## config.mk

```make
export PLATFORM = sky130hd
export DESIGN_NAME = axi4_lite_reg_file_flat
export DESIGN_NICKNAME = d
export VERILOG_FILES = /design/src/rtl/axi4_lite_reg_file_pkg.sv /design/src/rtl/aix4_lite_if.sv /design/src/rtl/axi4_lite_reg_addr_dec.sv /design/src/rtl/axi4_lite_reg_file.sv /design/src/flat_wrapper.sv
export SDC_FILE = /design/constraint.sdc
export NUM_CORES = 1
export LEC_CHECK = 0
export ABC_CLOCK_PERIOD_IN_PS = 6500
export CORE_ASPECT_RATIO = 0.5
export CORE_MARGIN = 2
export CORE_UTILIZATION = 52
export CTS_BUF_LIST = sky130_fd_sc_hd__clkbuf_8
export CTS_CLUSTER_DIAMETER = 80
export CTS_CLUSTER_SIZE = 40
export DETAILED_ROUTE_END_ITERATION = 8
export GPL_ROUTABILITY_DRIVEN = 0
export PLACE_DENSITY = 0.88
export SLEW_MARGIN = 10
export SYNTH_ARGS = -nofsm -noshare
export SYNTH_HDL_FRONTEND = slang
export SYNTH_HIERARCHICAL = 1
export SYNTH_SLANG_ARGS = --single-unit
```

## constraint.sdc

```tcl
create_clock -name i_clk -period 6.5 [get_ports i_clk]
set_clock_uncertainty 0.2 [all_clocks]
set_input_delay 1.95 -clock i_clk [delete_from_list [all_inputs] [get_ports i_clk]]
set_output_delay 1.95 -clock i_clk [all_outputs]
set_load 0.02 [all_outputs]
```

## src/rtl/axi4_lite_reg_file_pkg.sv

```systemverilog
// axi4_lite_reg_file_pkg: response codes, FSM state encodings and address LSB helper
package axi4_lite_reg_file_pkg;
  typedef enum logic [1:0] {
    OKAY   = 2'b00,
    EXOKAY = 2'b01,
    SLVERR = 2'b10,
    DECERR = 2'b11
  } resp_e;
  typedef enum logic [2:0] {
    WR_IDLE,
    WR_HAVE_ADDR,
    WR_HAVE_DATA,
    WR_COMMIT,
    WR_RESP
  } wr_state_e;
  typedef enum logic {
    RD_IDLE,
    RD_RESP
  } rd_state_e;
  function automatic int lsb_f(input int data_w);
    return $clog2(data_w / 8);
  endfunction
endpackage

```

## src/rtl/aix4_lite_if.sv

```systemverilog
// aix4_lite_if: AXI4-Lite bundle with slave and master modports
interface aix4_lite_if #(
  parameter int ADDR_BIT_WIDTH = 8,
  parameter int DATA_BIT_WIDTH = 32
);
  logic [ADDR_BIT_WIDTH-1:0]   awaddr, araddr;
  logic [DATA_BIT_WIDTH-1:0]   wdata, rdata;
  logic [DATA_BIT_WIDTH/8-1:0] wstrb;
  logic [1:0]                  bresp, rresp;
  logic awvalid, awready, wvalid, wready, bvalid, bready;
  logic arvalid, arready, rvalid, rready;
  modport slv_port (
    input  awaddr, awvalid, wdata, wstrb, wvalid, bready, araddr, arvalid, rready,
    output awready, wready, bresp, bvalid, arready, rdata, rresp, rvalid
  );
  modport mst_port (
    output awaddr, awvalid, wdata, wstrb, wvalid, bready, araddr, arvalid, rready,
    input  awready, wready, bresp, bvalid, arready, rdata, rresp, rvalid
  );
endinterface

```

## src/rtl/axi4_lite_reg_addr_dec.sv

```systemverilog
// axi4_lite_reg_addr_dec: maps a byte address onto RW / RO / unmapped register index
module axi4_lite_reg_addr_dec
  import axi4_lite_reg_file_pkg::*;
#(
  parameter int ADDR_W = 8,
  parameter int DATA_W = 32,
  parameter int NUM_RW = 8,
  parameter int NUM_RO = 4
) (
  input  logic [ADDR_W-1:0] addr,
  output logic              is_rw,
  output logic              is_ro,
  output logic [ADDR_W-1:0] index
);
  localparam int LSB = lsb_f(DATA_W);
  always_comb begin
    index = addr >> LSB;
    is_rw = 32'(index) < NUM_RW;
    is_ro = !is_rw && 32'(index) < NUM_RW + NUM_RO;
  end
endmodule

```

## src/rtl/axi4_lite_reg_file.sv

```systemverilog
// axi4_lite_reg_file: AXI4-Lite RW/RO register bank with independent AW/W acceptance.
// Define AXI4_LITE_REG_FILE_ERR_RESP_EN for SLVERR/DECERR responses; otherwise all OKAY.
module axi4_lite_reg_file
  import axi4_lite_reg_file_pkg::*;
#(
  parameter int AXI4_LITE_ADDR_BIT_WIDTH = 8,
  parameter int AXI4_LITE_DATA_BIT_WIDTH = 32,
  parameter int NUM_RW_REGS              = 8,
  parameter int NUM_RO_REGS              = 4
) (
  input  logic                                                  i_clk,
  input  logic                                                  i_sync_rst_n,
  aix4_lite_if.slv_port                                         if_s_axi4_lite,
  output logic [NUM_RW_REGS-1:0][AXI4_LITE_DATA_BIT_WIDTH-1:0] o_rw_regs,
  output logic [NUM_RW_REGS-1:0]                                o_wr_pulse,
  input  logic [(NUM_RO_REGS > 0 ? NUM_RO_REGS : 1)-1:0][AXI4_LITE_DATA_BIT_WIDTH-1:0] i_ro_regs
);
  localparam int AW  = AXI4_LITE_ADDR_BIT_WIDTH;
  localparam int DW  = AXI4_LITE_DATA_BIT_WIDTH;
  localparam int SW  = DW / 8;
  localparam int LSB = lsb_f(DW);
`ifdef AXI4_LITE_REG_FILE_ERR_RESP_EN
  localparam bit ERR_EN = 1'b1;
`else
  localparam bit ERR_EN = 1'b0;
`endif
  if (if_s_axi4_lite.ADDR_BIT_WIDTH != AW) begin : g_aw_chk
    $error("address width differs from interface");
  end
  if (if_s_axi4_lite.DATA_BIT_WIDTH != DW) begin : g_dw_chk
    $error("data width differs from interface");
  end
  if (DW != 32 && DW != 64) begin : g_dw_val
    $error("data width must be 32 or 64");
  end
  if (((NUM_RW_REGS + NUM_RO_REGS) << LSB) > (2 ** AW)) begin : g_map_chk
    $error("register map exceeds address space");
  end
  wr_state_e                    wr_state_q, wr_state_d;
  rd_state_e                    rd_state_q, rd_state_d;
  logic [AW-1:0]                awaddr_q, awaddr_d;
  logic [DW-1:0]                wdata_q, wdata_d;
  logic [SW-1:0]                wstrb_q, wstrb_d;
  logic                         awready_q, awready_d, wready_q, wready_d, bvalid_q, bvalid_d;
  logic                         arready_q, arready_d, rvalid_q, rvalid_d;
  resp_e                        bresp_q, bresp_d, rresp_q, rresp_d;
  logic [DW-1:0]                rdata_q, rdata_d;
  logic [NUM_RW_REGS-1:0][DW-1:0] regs_q, regs_d;
  logic [NUM_RW_REGS-1:0]       wr_pulse_q, wr_pulse_d;
  logic                         aw_hs, w_hs, ar_hs, commit;
  logic                         wr_is_rw, wr_is_ro, rd_is_rw, rd_is_ro;
  logic [AW-1:0]                wr_idx, rd_idx;
  axi4_lite_reg_addr_dec #(.ADDR_W(AW), .DATA_W(DW), .NUM_RW(NUM_RW_REGS), .NUM_RO(NUM_RO_REGS)) u_wr_dec (
    .addr(awaddr_q), .is_rw(wr_is_rw), .is_ro(wr_is_ro), .index(wr_idx)
  );
  axi4_lite_reg_addr_dec #(.ADDR_W(AW), .DATA_W(DW), .NUM_RW(NUM_RW_REGS), .NUM_RO(NUM_RO_REGS)) u_rd_dec (
    .addr(if_s_axi4_lite.araddr), .is_rw(rd_is_rw), .is_ro(rd_is_ro), .index(rd_idx)
  );
  always_comb begin
    aw_hs = if_s_axi4_lite.awvalid && awready_q;
    w_hs = if_s_axi4_lite.wvalid && wready_q;
    ar_hs = if_s_axi4_lite.arvalid && arready_q;
    commit = wr_state_q == WR_COMMIT;
    awaddr_d = aw_hs ? if_s_axi4_lite.awaddr : awaddr_q;
    wdata_d = w_hs ? if_s_axi4_lite.wdata : wdata_q;
    wstrb_d = w_hs ? if_s_axi4_lite.wstrb : wstrb_q;
    wr_state_d = wr_state_q;
    case (wr_state_q)
      WR_IDLE:      wr_state_d = (aw_hs && w_hs) ? WR_COMMIT : aw_hs ? WR_HAVE_ADDR : w_hs ? WR_HAVE_DATA : WR_IDLE;
      WR_HAVE_ADDR: wr_state_d = w_hs ? WR_COMMIT : WR_HAVE_ADDR;
      WR_HAVE_DATA: wr_state_d = aw_hs ? WR_COMMIT : WR_HAVE_DATA;
      WR_COMMIT:    wr_state_d = WR_RESP;
      WR_RESP:      wr_state_d = if_s_axi4_lite.bready ? WR_IDLE : WR_RESP;
      default:      wr_state_d = WR_IDLE;
    endcase
    awready_d = wr_state_d inside {WR_IDLE, WR_HAVE_DATA};
    wready_d = wr_state_d inside {WR_IDLE, WR_HAVE_ADDR};
    bvalid_d = wr_state_d == WR_RESP;
    bresp_d = commit ? ((!ERR_EN || wr_is_rw) ? OKAY : (wr_is_ro ? SLVERR : DECERR)) : bresp_q;
    regs_d = regs_q;
    wr_pulse_d = '0;
    for (int i = 0; i < NUM_RW_REGS; i++) begin
      if (commit && wr_is_rw && 32'(wr_idx) == i) begin
        wr_pulse_d[i] = 1'b1;
        for (int b = 0; b < SW; b++) begin
          if (wstrb_q[b]) regs_d[i][8*b+:8] = wdata_q[8*b+:8];
        end
      end
    end
    rd_state_d = (rd_state_q == RD_IDLE) ? (ar_hs ? RD_RESP : RD_IDLE) : (if_s_axi4_lite.rready ? RD_IDLE : RD_RESP);
    arready_d = rd_state_d == RD_IDLE;
    rvalid_d = rd_state_d == RD_RESP;
    rdata_d = rdata_q;
    rresp_d = rresp_q;
    // read samples regs_q, so a same-edge write commit is not yet visible
    if (ar_hs) begin
      rdata_d = '0;
      rresp_d = (!ERR_EN || rd_is_rw || rd_is_ro) ? OKAY : DECERR;
      for (int i = 0; i < NUM_RW_REGS; i++) begin
        if (rd_is_rw && 32'(rd_idx) == i) rdata_d = regs_q[i];
      end
      for (int i = 0; i < NUM_RO_REGS; i++) begin
        if (rd_is_ro && 32'(rd_idx) == NUM_RW_REGS + i) rdata_d = i_ro_regs[i];
      end
    end
  end
  always_ff @(posedge i_clk) begin
    if (!i_sync_rst_n) begin
      wr_state_q <= WR_IDLE;
      rd_state_q <= RD_IDLE;
      awaddr_q   <= '0;
      wdata_q    <= '0;
      wstrb_q    <= '0;
      awready_q  <= 1'b0;
      wready_q   <= 1'b0;
      bvalid_q   <= 1'b0;
      bresp_q    <= OKAY;
      arready_q  <= 1'b0;
      rvalid_q   <= 1'b0;
      rresp_q    <= OKAY;
      rdata_q    <= '0;
      regs_q     <= '0;
      wr_pulse_q <= '0;
    end else begin
      wr_state_q <= wr_state_d;
      rd_state_q <= rd_state_d;
      awaddr_q   <= awaddr_d;
      wdata_q    <= wdata_d;
      wstrb_q    <= wstrb_d;
      awready_q  <= awready_d;
      wready_q   <= wready_d;
      bvalid_q   <= bvalid_d;
      bresp_q    <= bresp_d;
      arready_q  <= arready_d;
      rvalid_q   <= rvalid_d;
      rresp_q    <= rresp_d;
      rdata_q    <= rdata_d;
      regs_q     <= regs_d;
      wr_pulse_q <= wr_pulse_d;
    end
  end
  assign if_s_axi4_lite.awready = awready_q;
  assign if_s_axi4_lite.wready  = wready_q;
  assign if_s_axi4_lite.bvalid  = bvalid_q;
  assign if_s_axi4_lite.bresp   = bresp_q;
  assign if_s_axi4_lite.arready = arready_q;
  assign if_s_axi4_lite.rvalid  = rvalid_q;
  assign if_s_axi4_lite.rresp   = rresp_q;
  assign if_s_axi4_lite.rdata   = rdata_q;
  assign o_rw_regs  = regs_q;
  assign o_wr_pulse = wr_pulse_q;
endmodule

```

## src/flat_wrapper.sv

```systemverilog
// flat-port wrapper written by rule: the top's interface ports become plain ports
module axi4_lite_reg_file_flat import axi4_lite_reg_file_pkg::*;
#(
  parameter int AXI4_LITE_ADDR_BIT_WIDTH = 8,
  parameter int AXI4_LITE_DATA_BIT_WIDTH = 32,
  parameter int NUM_RW_REGS              = 8,
  parameter int NUM_RO_REGS              = 4
)
  (i_clk, i_sync_rst_n, o_rw_regs, o_wr_pulse, i_ro_regs, if_s_axi4_lite_awaddr, if_s_axi4_lite_awvalid, if_s_axi4_lite_wdata, if_s_axi4_lite_wstrb, if_s_axi4_lite_wvalid, if_s_axi4_lite_bready, if_s_axi4_lite_araddr, if_s_axi4_lite_arvalid, if_s_axi4_lite_rready, if_s_axi4_lite_awready, if_s_axi4_lite_wready, if_s_axi4_lite_bresp, if_s_axi4_lite_bvalid, if_s_axi4_lite_arready, if_s_axi4_lite_rdata, if_s_axi4_lite_rresp, if_s_axi4_lite_rvalid);
  aix4_lite_if #(.ADDR_BIT_WIDTH(8), .DATA_BIT_WIDTH(32)) if_s_axi4_lite_i ();
  input  logic i_clk;
  input  logic i_sync_rst_n;
  output logic [NUM_RW_REGS-1:0][AXI4_LITE_DATA_BIT_WIDTH-1:0] o_rw_regs;
  output logic [NUM_RW_REGS-1:0] o_wr_pulse;
  input  logic [(NUM_RO_REGS > 0 ? NUM_RO_REGS : 1)-1:0][AXI4_LITE_DATA_BIT_WIDTH-1:0] i_ro_regs;
  input wire logic [$bits(if_s_axi4_lite_i.awaddr)-1:0] if_s_axi4_lite_awaddr;
  input wire logic [$bits(if_s_axi4_lite_i.awvalid)-1:0] if_s_axi4_lite_awvalid;
  input wire logic [$bits(if_s_axi4_lite_i.wdata)-1:0] if_s_axi4_lite_wdata;
  input wire logic [$bits(if_s_axi4_lite_i.wstrb)-1:0] if_s_axi4_lite_wstrb;
  input wire logic [$bits(if_s_axi4_lite_i.wvalid)-1:0] if_s_axi4_lite_wvalid;
  input wire logic [$bits(if_s_axi4_lite_i.bready)-1:0] if_s_axi4_lite_bready;
  input wire logic [$bits(if_s_axi4_lite_i.araddr)-1:0] if_s_axi4_lite_araddr;
  input wire logic [$bits(if_s_axi4_lite_i.arvalid)-1:0] if_s_axi4_lite_arvalid;
  input wire logic [$bits(if_s_axi4_lite_i.rready)-1:0] if_s_axi4_lite_rready;
  output wire logic [$bits(if_s_axi4_lite_i.awready)-1:0] if_s_axi4_lite_awready;
  output wire logic [$bits(if_s_axi4_lite_i.wready)-1:0] if_s_axi4_lite_wready;
  output wire logic [$bits(if_s_axi4_lite_i.bresp)-1:0] if_s_axi4_lite_bresp;
  output wire logic [$bits(if_s_axi4_lite_i.bvalid)-1:0] if_s_axi4_lite_bvalid;
  output wire logic [$bits(if_s_axi4_lite_i.arready)-1:0] if_s_axi4_lite_arready;
  output wire logic [$bits(if_s_axi4_lite_i.rdata)-1:0] if_s_axi4_lite_rdata;
  output wire logic [$bits(if_s_axi4_lite_i.rresp)-1:0] if_s_axi4_lite_rresp;
  output wire logic [$bits(if_s_axi4_lite_i.rvalid)-1:0] if_s_axi4_lite_rvalid;
  assign if_s_axi4_lite_i.awaddr = if_s_axi4_lite_awaddr;
  assign if_s_axi4_lite_i.awvalid = if_s_axi4_lite_awvalid;
  assign if_s_axi4_lite_i.wdata = if_s_axi4_lite_wdata;
  assign if_s_axi4_lite_i.wstrb = if_s_axi4_lite_wstrb;
  assign if_s_axi4_lite_i.wvalid = if_s_axi4_lite_wvalid;
  assign if_s_axi4_lite_i.bready = if_s_axi4_lite_bready;
  assign if_s_axi4_lite_i.araddr = if_s_axi4_lite_araddr;
  assign if_s_axi4_lite_i.arvalid = if_s_axi4_lite_arvalid;
  assign if_s_axi4_lite_i.rready = if_s_axi4_lite_rready;
  assign if_s_axi4_lite_awready = if_s_axi4_lite_i.awready;
  assign if_s_axi4_lite_wready = if_s_axi4_lite_i.wready;
  assign if_s_axi4_lite_bresp = if_s_axi4_lite_i.bresp;
  assign if_s_axi4_lite_bvalid = if_s_axi4_lite_i.bvalid;
  assign if_s_axi4_lite_arready = if_s_axi4_lite_i.arready;
  assign if_s_axi4_lite_rdata = if_s_axi4_lite_i.rdata;
  assign if_s_axi4_lite_rresp = if_s_axi4_lite_i.rresp;
  assign if_s_axi4_lite_rvalid = if_s_axi4_lite_i.rvalid;
  axi4_lite_reg_file #(.AXI4_LITE_ADDR_BIT_WIDTH(AXI4_LITE_ADDR_BIT_WIDTH), .AXI4_LITE_DATA_BIT_WIDTH(AXI4_LITE_DATA_BIT_WIDTH), .NUM_RW_REGS(NUM_RW_REGS), .NUM_RO_REGS(NUM_RO_REGS)) u_core (.i_clk(i_clk), .i_sync_rst_n(i_sync_rst_n), .if_s_axi4_lite(if_s_axi4_lite_i), .o_rw_regs(o_rw_regs), .o_wr_pulse(o_wr_pulse), .i_ro_regs(i_ro_regs));
endmodule
```

== After elaboration in Yosys (flattened, before gate mapping) ==
Index checks and enable logic that the tools add are counted.
Operators by class
  bitwise logic cells: 1
  reduce and logical (&&, ||, !) cells: 65
  $lt $le $gt $ge: 3
  muxes and demuxes: 30
  eq/ne operators: 25
Operators with widths (count)
  $mux 32: 12
  $reduce_and 2->1: 32
  $eq 6x3->1 const B: 8
  $logic_and 1x1->1: 26
  $eq 6x2->1 const B: 4
  $eq 6x4->1 const B: 4
  $lt 6x4->1 const B: 3
  $logic_not 8->1: 2
  $pmux 3 s5: 1
  $eq 6x1->1 const B: 2
  $mux 1: 12
  $eq 3x2->1 const B: 3
  $mux 3: 3
  $eq 3x1->1 const B: 2
  $eq 3x3->1 const B: 2
  $logic_not 3->1: 2
  $mux 2: 2
  $reduce_bool 2->1: 2
  $logic_not 1->1: 1
  $not 1->1: 1
Storage, ports and cells
  register bits after elaboration: 348
  bits of input ports: 187

== Longest topological paths before layout ==
Gate-level depths: netlist (run 1).
  depth after elaboration: 14
  depth in mapped cells: 9
  depth with buffers taken out: 6

== Modules after synthesis ==
Netlist (run 1), hierarchy kept.
By module, submodules not included
  axi4_lite_reg_file: area an instance 15601.2 um^2, instances 1, cells each 1786
  axi4_lite_reg_addr_dec: area an instance 83.8 um^2, instances 2, cells each 11

== Worst setup path after synthesis (run 1) ==
OpenSTA, ideal clock, no wires.
  path type: input-to-reg
  start: input port if_s_axi4_lite_araddr[7]
  end: register u_core.rdata_q[1] (netlist: u_core/if_s_axi4_lite.rdata[1])
  setup time: 120 ps
  arrival: 3589 ps
  required time: 6180 ps
  setup slack: 2591 ps
  stages: 7
  buffers on the path: 2
  cells stage by stage: buf_4 > or4_4 > or3_1 > clkbuf_1 > or3_1 > o211ai_1 > a21oi_1
On the way
  cells in the longest elaborated chain, start to end: 14
Ends and longest elaborated chain
  from (decl): RTL line flat_wrapper.sv:22  | input wire logic [$bits(if_s_axi4_lite_i.araddr)-1:0] if_s_axi4_lite_araddr;
  $lt 6x4->1 / $logic_not 8->1 (equally long branches): RTL line axi4_lite_reg_addr_dec.sv:18, axi4_lite_reg_file.sv:100
  $logic_and 1x1->1: RTL line axi4_lite_reg_file.sv:100  | if (rd_is_rw && 32'(rd_idx) == i) rdata_d = regs_q[i];
  $mux 32 (8 in a row): RTL line axi4_lite_reg_file.sv:100
  $mux 32 (3 in a row): RTL line axi4_lite_reg_file.sv:103  | if (rd_is_ro && 32'(rd_idx) == NUM_RW_REGS + i) rdata_d = i_ro_regs[i];
  $mux 32 *: RTL line axi4_lite_reg_file.sv:103
  to (signal assigned): RTL line axi4_lite_reg_file.sv:137  | rdata_q <= rdata_d;
  to (decl): RTL line axi4_lite_reg_file.sv:47  | logic [DW-1:0] rdata_q, rdata_d;
Every way passes the cells marked *; elsewhere a longest branch is shown, timed or not.
A chain may end at the register's enable or synchronous reset.

== Final worst setup path (run 1) ==
  start: input port if_s_axi4_lite_araddr[6]
  end: register u_core.rdata_q[5] (netlist: u_core/if_s_axi4_lite.rdata[5])
On the way
  cells in the longest elaborated chain, start to end: 14
Ends and longest elaborated chain
  $lt 6x4->1 *: RTL line axi4_lite_reg_addr_dec.sv:18  | is_rw = 32'(index) < NUM_RW;
  named net u_core.rd_is_rw: RTL line axi4_lite_reg_file.sv:51  | logic wr_is_rw, wr_is_ro, rd_is_rw, rd_is_ro;
  $logic_and 1x1->1: RTL line axi4_lite_reg_file.sv:100
  $mux 32 (8 in a row): RTL line axi4_lite_reg_file.sv:100
  $mux 32 (3 in a row): RTL line axi4_lite_reg_file.sv:103
  $mux 32 *: RTL line axi4_lite_reg_file.sv:103
Mark *: on every way through the listed nets, which the timed path passes. The rest lies on a longest branch.

==> metrics.md, run 1 <==
| Metric | Value |
|---|---|
| I/O Buffers | 483 |
| IO Pins | 492 |
| Deepest clock path buffer count | 3 |
| Antenna violations before repair | 2 |
| Die extent in y | 127 µm |
| Pwr Density | 165 nW/µm² |
| First-pass DRT Iterations | 8 |
| Cts bufs inserted | 12 |
| Worst-skew pair later-pin latency | 0.59 ns |
| Multi-input logic area | 8020 µm² |
| WS Path Type | primary input to flop |
| Seq. cell area | 6930 µm² |
| Vias in the first global route | 14,500 |
| Max-slew headroom | 16.0% |
| Synthesis-to-layout area growth | 31.8% |
| First-pass GRT wire length | 91,200 µm |
| Rows | 44 |
| Slew Viols, Final | 0 |
| Final #Nets | 2,353 |
| Routed Antenna Nets | 0 |
| Worst-Margin Slew | 1.23 ns |
| Crit-path max FO | 13 |
| Share of post-route cells with drive strength above 1 | 6.41% |
| Grt ovf | 0 |
| Crit. End Element | flop |
| HP Class | flop to flop |
| Status | completed |
| FILL cells | 2,257 |
| Die Area | 31,700 µm² |
| Via count | 15,800 |
| Hold buffers post-CTS | 0 |
| Critical Path Source Type | primary input |
| Vias per inst | 6.19 |
| Fmax achieved | 0.221 GHz |
| DRT iter0 DRCs | 2,328 |
| Sum of negative setup slack | 0 ns |
| Cells after synthesis | 1,799 |
| Tmin final | 4.52 ns |
| Clock Pin Slew Worst Setup and Hold Paths | 0.23 ns |
| Largest net degree at the start of global routing | 117 |
| Static Leak | 7.67 nW |
| Max-cap violation count | 0 |
| Post-CTS setup buffers | 0 |
| Final cycle utilization of the critical path | 69.6% |
| WL/cell | 24.5 µm |
| Mapped Area | 15,700 µm² |
| Clock sink count | 346 |
| Max H-tree Level | 1 |
| Worst path arrival time | 4.86 ns |
| Data required, critical path | 6.84 ns |
| Synth Area per Inst | 8.72 µm² |
| Yosys warns | 6 |
| GRT Total Usage | 37.6% |
| RSZ-0062 raised after global routing | no |
| Number of remaining DRC errors | 0 |
| CTS tree | yes |
| CTS-repair resized insts | 0 |
| Pre-CTS WS | 1.62 ns |
| Detailed Route WL | 62,700 µm |
| Chip width | 250 µm |
| Root Buffer | clkbuf_8 |
| Peak VDD IR | 145 µV |
| Hpwl dp | 46,800 µm |
| Fin. Hold Viols | 0 |
| Final Setup Violations | 0 |
| Final worst setup slack | 1.98 ns |
| Starting Density | 53.5% |
| Core area | 29,300 µm² |
## final timing paths
path,depth (start not counted),from,slack (ns),end
worst max-delay path,7,if_s_axi4_lite_araddr[6],1.98,u_core/if_s_axi4_lite.rdata[5]
worst min-delay path,2,u_core/wdata_q[10],0.27,u_core/wdata_q[10]
worst max register to register,4,u_core/awaddr_q[7],3.52,u_core/o_rw_regs[243]
worst min register to register,2,u_core/wdata_q[10],0.27,u_core/wdata_q[10]
## sequential cells by signal, summed over array words and instances (netlist names)
name and flops:
u_core/awaddr_q 6, u_core/if_s_axi4_lite.arready 1, u_core/if_s_axi4_lite.awready 1, u_core/if_s_axi4_lite.bvalid 1, u_core/if_s_axi4_lite.rdata 32, u_core/if_s_axi4_lite.rvalid 1
u_core/if_s_axi4_lite.wready 1, u_core/o_rw_regs 256, u_core/o_wr_pulse 8, u_core/wdata_q 32, u_core/wr_state_q 3, u_core/wstrb_q 4
## metal layers
metal	track usage (%)	up-vias	wire length, µm
met4	15.4	0	2930
met5	0	-	0
met3	9.50	170	7910
met2	57.2	1057	26800
li1	-	7078	-
met1	51.4	7531	25100
## cell type report
class	instances	share of cell area, %
clock inverters	3	0.115
well taps	391	2.37
clock buffers	13	0.865
repair buffers	500	24.0
inverters	18	0.327
diodes	1	0.0121
multi-input cells	1288	38.8
flip-flops and latches	346	33.5
## per-stage QoR
step	instances	cell area, µm²	power [mW]	hold WS [ns]	util, %
after floorplan	1804	15700	2.40	0.237	-
after global placement	2543	20500	2.59	0.235	69.8
after detailed placement	2543	20500	2.59	0.243	69.8
after CTS	2559	20700	3.39	0.271	70.5
after global routing	2560	20700	3.49	0.298	70.5
final	2560	20700	3.40	0.269	70.5
## cell usage in the layout (no fill, tap or decap), types with 12 or more instances in the layout
master           count
inv_1               18
or3_1               12
nand2b_1            12
nor2_1              80
a21oi_1             83
nand2_1            333
a31o_2              25
buf_4               18
nand3_1            136
dfxtp_1            346
a22oi_1             16
clkdlybuf4s50_1    479
a31oi_1             17
clkbuf_8            13
mux4_2              27
o21ai_0            179
mux2i_1            154
mux2_2              33
nor2b_1             16
nor3_1              21
o22ai_1             12
## report_power, final
group	switching, mW	internal [mW]	leakage (nW)
Clock	0.647	0.190	0.111
Sequential	0.0200	2.15	2.79
Combinational	0.223	0.174	4.77
## critical path, cell delays in order
cell and delay, ns:
clkdlybuf4s50_1 0.48, nor3_1 0.30, nor2b_1 0.26, nand2_1 0.41, a2111oi_0 1.10, a221oi_1 0.12
o21ai_0 0.24
Note: power is estimated with default switching activity, not from simulation.
==> inputs of run 2 (changes only) <==
- ABC_CLOCK_PERIOD_IN_PS: 6500 -> 3850
- CORE_UTILIZATION: 52 -> 44
- PLACE_DENSITY: 0.88 -> 0.79
- clock period: 6.5 -> 3.85 ns (I/O delays scaled with it)
==> run 2 against run 1 <==
Sequential share of layout area shrank 0.88 points. Worst hold slack gained 0.0024 ns. Clock power rose by 94%. Wire length is 4.1% higher. Via count is essentially flat. Critical path depth decreased by 6. Critical path type is now flop to output port. Highest routed layer unchanged.
==> metrics.md, run 2 (synthesized netlist as in run 1, its figures left out) <==
| Metric | Value |
|---|---|
| Status | completed (unchanged) |
| Commonest non-fill, non-tap cells in the layout | 479 x clkdlybuf4s50_1, 346 x dfxtp_1, 333 x nand2_1 (unchanged) |
| Deepest clock path buffer count | 3 (unchanged) |
| Fmax achieved | 0.314 GHz |
| CTS tree | yes (unchanged) |
| Worst-Margin Slew | 0.978 ns (was 1.23 ns) |
| Hold buffers post-CTS | 0 (unchanged) |
| Core area | 34,800 µm² (was 29,300 µm²) |
| Clock sink count | 346 (unchanged) |
| Max-cap violation count | 0 (unchanged) |
| Detailed Route WL | 65,300 µm (was 62,700 µm) |
| Pre-CTS WS | 0.132 ns (was 1.62 ns) |
| Final #Nets | 2,399 (was 2,353) |
| Fin. Hold Viols | 0 (unchanged) |
| Crit path buffers/inverters | 1 (unchanged) |
| Critical Path Source Type | flop (was primary input) |
| Crit. End Element | output port (was flop) |
| WS Path Type | flop to output port (was primary input to flop) |
| First-pass DRT Iterations | 8 (unchanged) |
| Worst-skew pair later-pin latency | 0.61 ns (was 0.59 ns) |
| Grt ovf | 0 (unchanged) |
| Cts bufs inserted | 13 (was 12) |
| Antenna violations before repair | 3 (was 2) |
| Clock Pin Slew Worst Setup and Hold Paths | 0.23 ns (about the same) |
| Commonest non-fill, non-tap cell in the layout | clkdlybuf4s50_1 (unchanged) |
| Crit-path max FO | 3 (was 13) |
| Synthesis-to-layout area growth | 35.4% (was 31.8%) |
| Post-CTS setup buffers | 0 (unchanged) |
| Slew Viols, Final | 0 (unchanged) |
| Worst-path cell chain | clkdlybuf4s50_1 (was clkdlybuf4s50_1 -> nor3_1 -> nor2b_1 -> nand2_1 -> a2111oi_0 -> a221oi_1 -> o21ai_0) |
| Die Area | 37,300 µm² (was 31,700 µm²) |
| RSZ-0062 raised after global routing | no (unchanged) |
| Final cycle utilization of the critical path | 82.7% |
| Max-slew headroom | 34.7% (was 16.0%) |
| DP Area | 21,000 µm² (was 20,500 µm²) |
| Data required, critical path | 2.49 ns (was 6.84 ns) |
| Static Leak | 7.93 nW (was 7.67 nW) |
| Via count | 15,800 (about the same) |
| GRT Total Usage | 33.0% (was 37.6%) |
| DRT iter0 DRCs | 2,175 (was 2,328) |
| Slowest-stage cell, CP | clkdlybuf4s50_1 (was a2111oi_0) |
| Max reg flops | 256 (unchanged) |
| Hpwl dp | 50,000 µm (was 46,800 µm) |
| CP top delay family | buffers and inverters (was compound AO/OA/AOI/OAI gates) |
| Pwr Density | 282 nW/µm² (was 165 nW/µm²) |
| Fin util | 61.1% (was 70.5%) |
| Number of remaining DRC errors | 0 (unchanged) |
| I/O Buffers | 483 (unchanged) |
| CTS-repair resized insts | 0 (unchanged) |
| Vias in the first global route | 14,200 (was 14,500) |
| Die extent in y | 138 µm (was 127 µm) |
| IO Pins | 492 (unchanged) |
| Cell Count, Final, Fillers Out | 2,691 (was 2,560) |
| Worst Hold Slack | 0.272 ns (was 0.269 ns) |
| Chip width | 271 µm (was 250 µm) |
| Delay of the slowest critical-path stage | 0.67 ns (was 1.10 ns) |
| Sum of negative setup slack | 0 ns (unchanged) |
| Starting Density | 45.1% (was 53.5%) |
| Final worst setup slack | 0.665 ns (was 1.98 ns) |
| Rows | 48 (was 44) |
| Worst path arrival time | 1.83 ns (was 4.86 ns) |
| Tmin final | 3.18 ns |
| HP Class | flop to flop (unchanged) |
| Routed Antenna Nets | 0 (unchanged) |
| Final Setup Violations | 0 (unchanged) |
| Inst Count DP | 2,672 (was 2,543) |
| Overall power | 5.98 mW (was 3.40 mW) |
| First-pass GRT wire length | 92,600 µm (was 91,200 µm) |
| Share of post-route cells with drive strength above 1 | 8.44% (was 6.41%) |
| Post-route design area | 21,200 µm² (was 20,700 µm²) |
| Largest net degree at the start of global routing | 65 (was 117) |
| WL/cell | 24.3 µm (was 24.5 µm) |
| Max H-tree Level | 1 (unchanged) |
| Vias per inst | 5.89 (was 6.19) |
| Peak VDD IR | 241 µV (was 145 µV) |
| Root Buffer | clkbuf_8 (unchanged) |
-- run 2: cell count changes in the layout (fill, tap and decap cells not counted), sizes merged --
cell / change
buf: +45
bufinv: +1
clkinvlp: +1
-- run 2: layer usage --
layer | share of wire, % | wire length, µm | global-route usage (%)
met5 | 0 | 0 | 0
met4 | 4.2 | 2740 | 12.6
met3 | 10 | 6780 | 5.58
met2 | 44 | 28900 | 50.1
met1 | 41 | 26900 | 47.0
-- run 2: final timing paths --
| kind | from | end | slack, ns | depth (start not counted) |
|---|---|---|---|---|
| worst max-delay path | u_core/o_rw_regs[246] | o_rw_regs[246] | 0.67 | 1 |
| worst min-delay path | u_core/wdata_q[20] | u_core/wdata_q[20] | 0.27 | 2 |
| worst max register to register | u_core/awaddr_q[7] | u_core/o_rw_regs[215] | 0.85 | 4 |
| worst min register to register | u_core/wdata_q[20] | u_core/wdata_q[20] | 0.27 | 2 |
-- run 2: cell type report --
cell class | instances | area, µm²
tap | 475 | 594
multi-input combinational | 1288 | 8020
sequential | 346 | 6930
inverter | 18 | 67.6
clock inverter | 5 | 93.8
timing repair buffer | 545 | 5360
clock buffer | 13 | 179
fill | 2977 | 13500
antenna | 1 | 2.50
-- run 2: tightest hold or removal path, stage by stage, from the launching register on --
cell and delay, ns:
dfxtp_1 0.36, nand2_1 0.05, a21oi_1 0.05
-- run 2: power breakdown --
group	switching (mW)	internal (mW)
registers	0.0324	3.63
clock network	1.19	0.423
logic	0.387	0.318
total	1.61	4.37
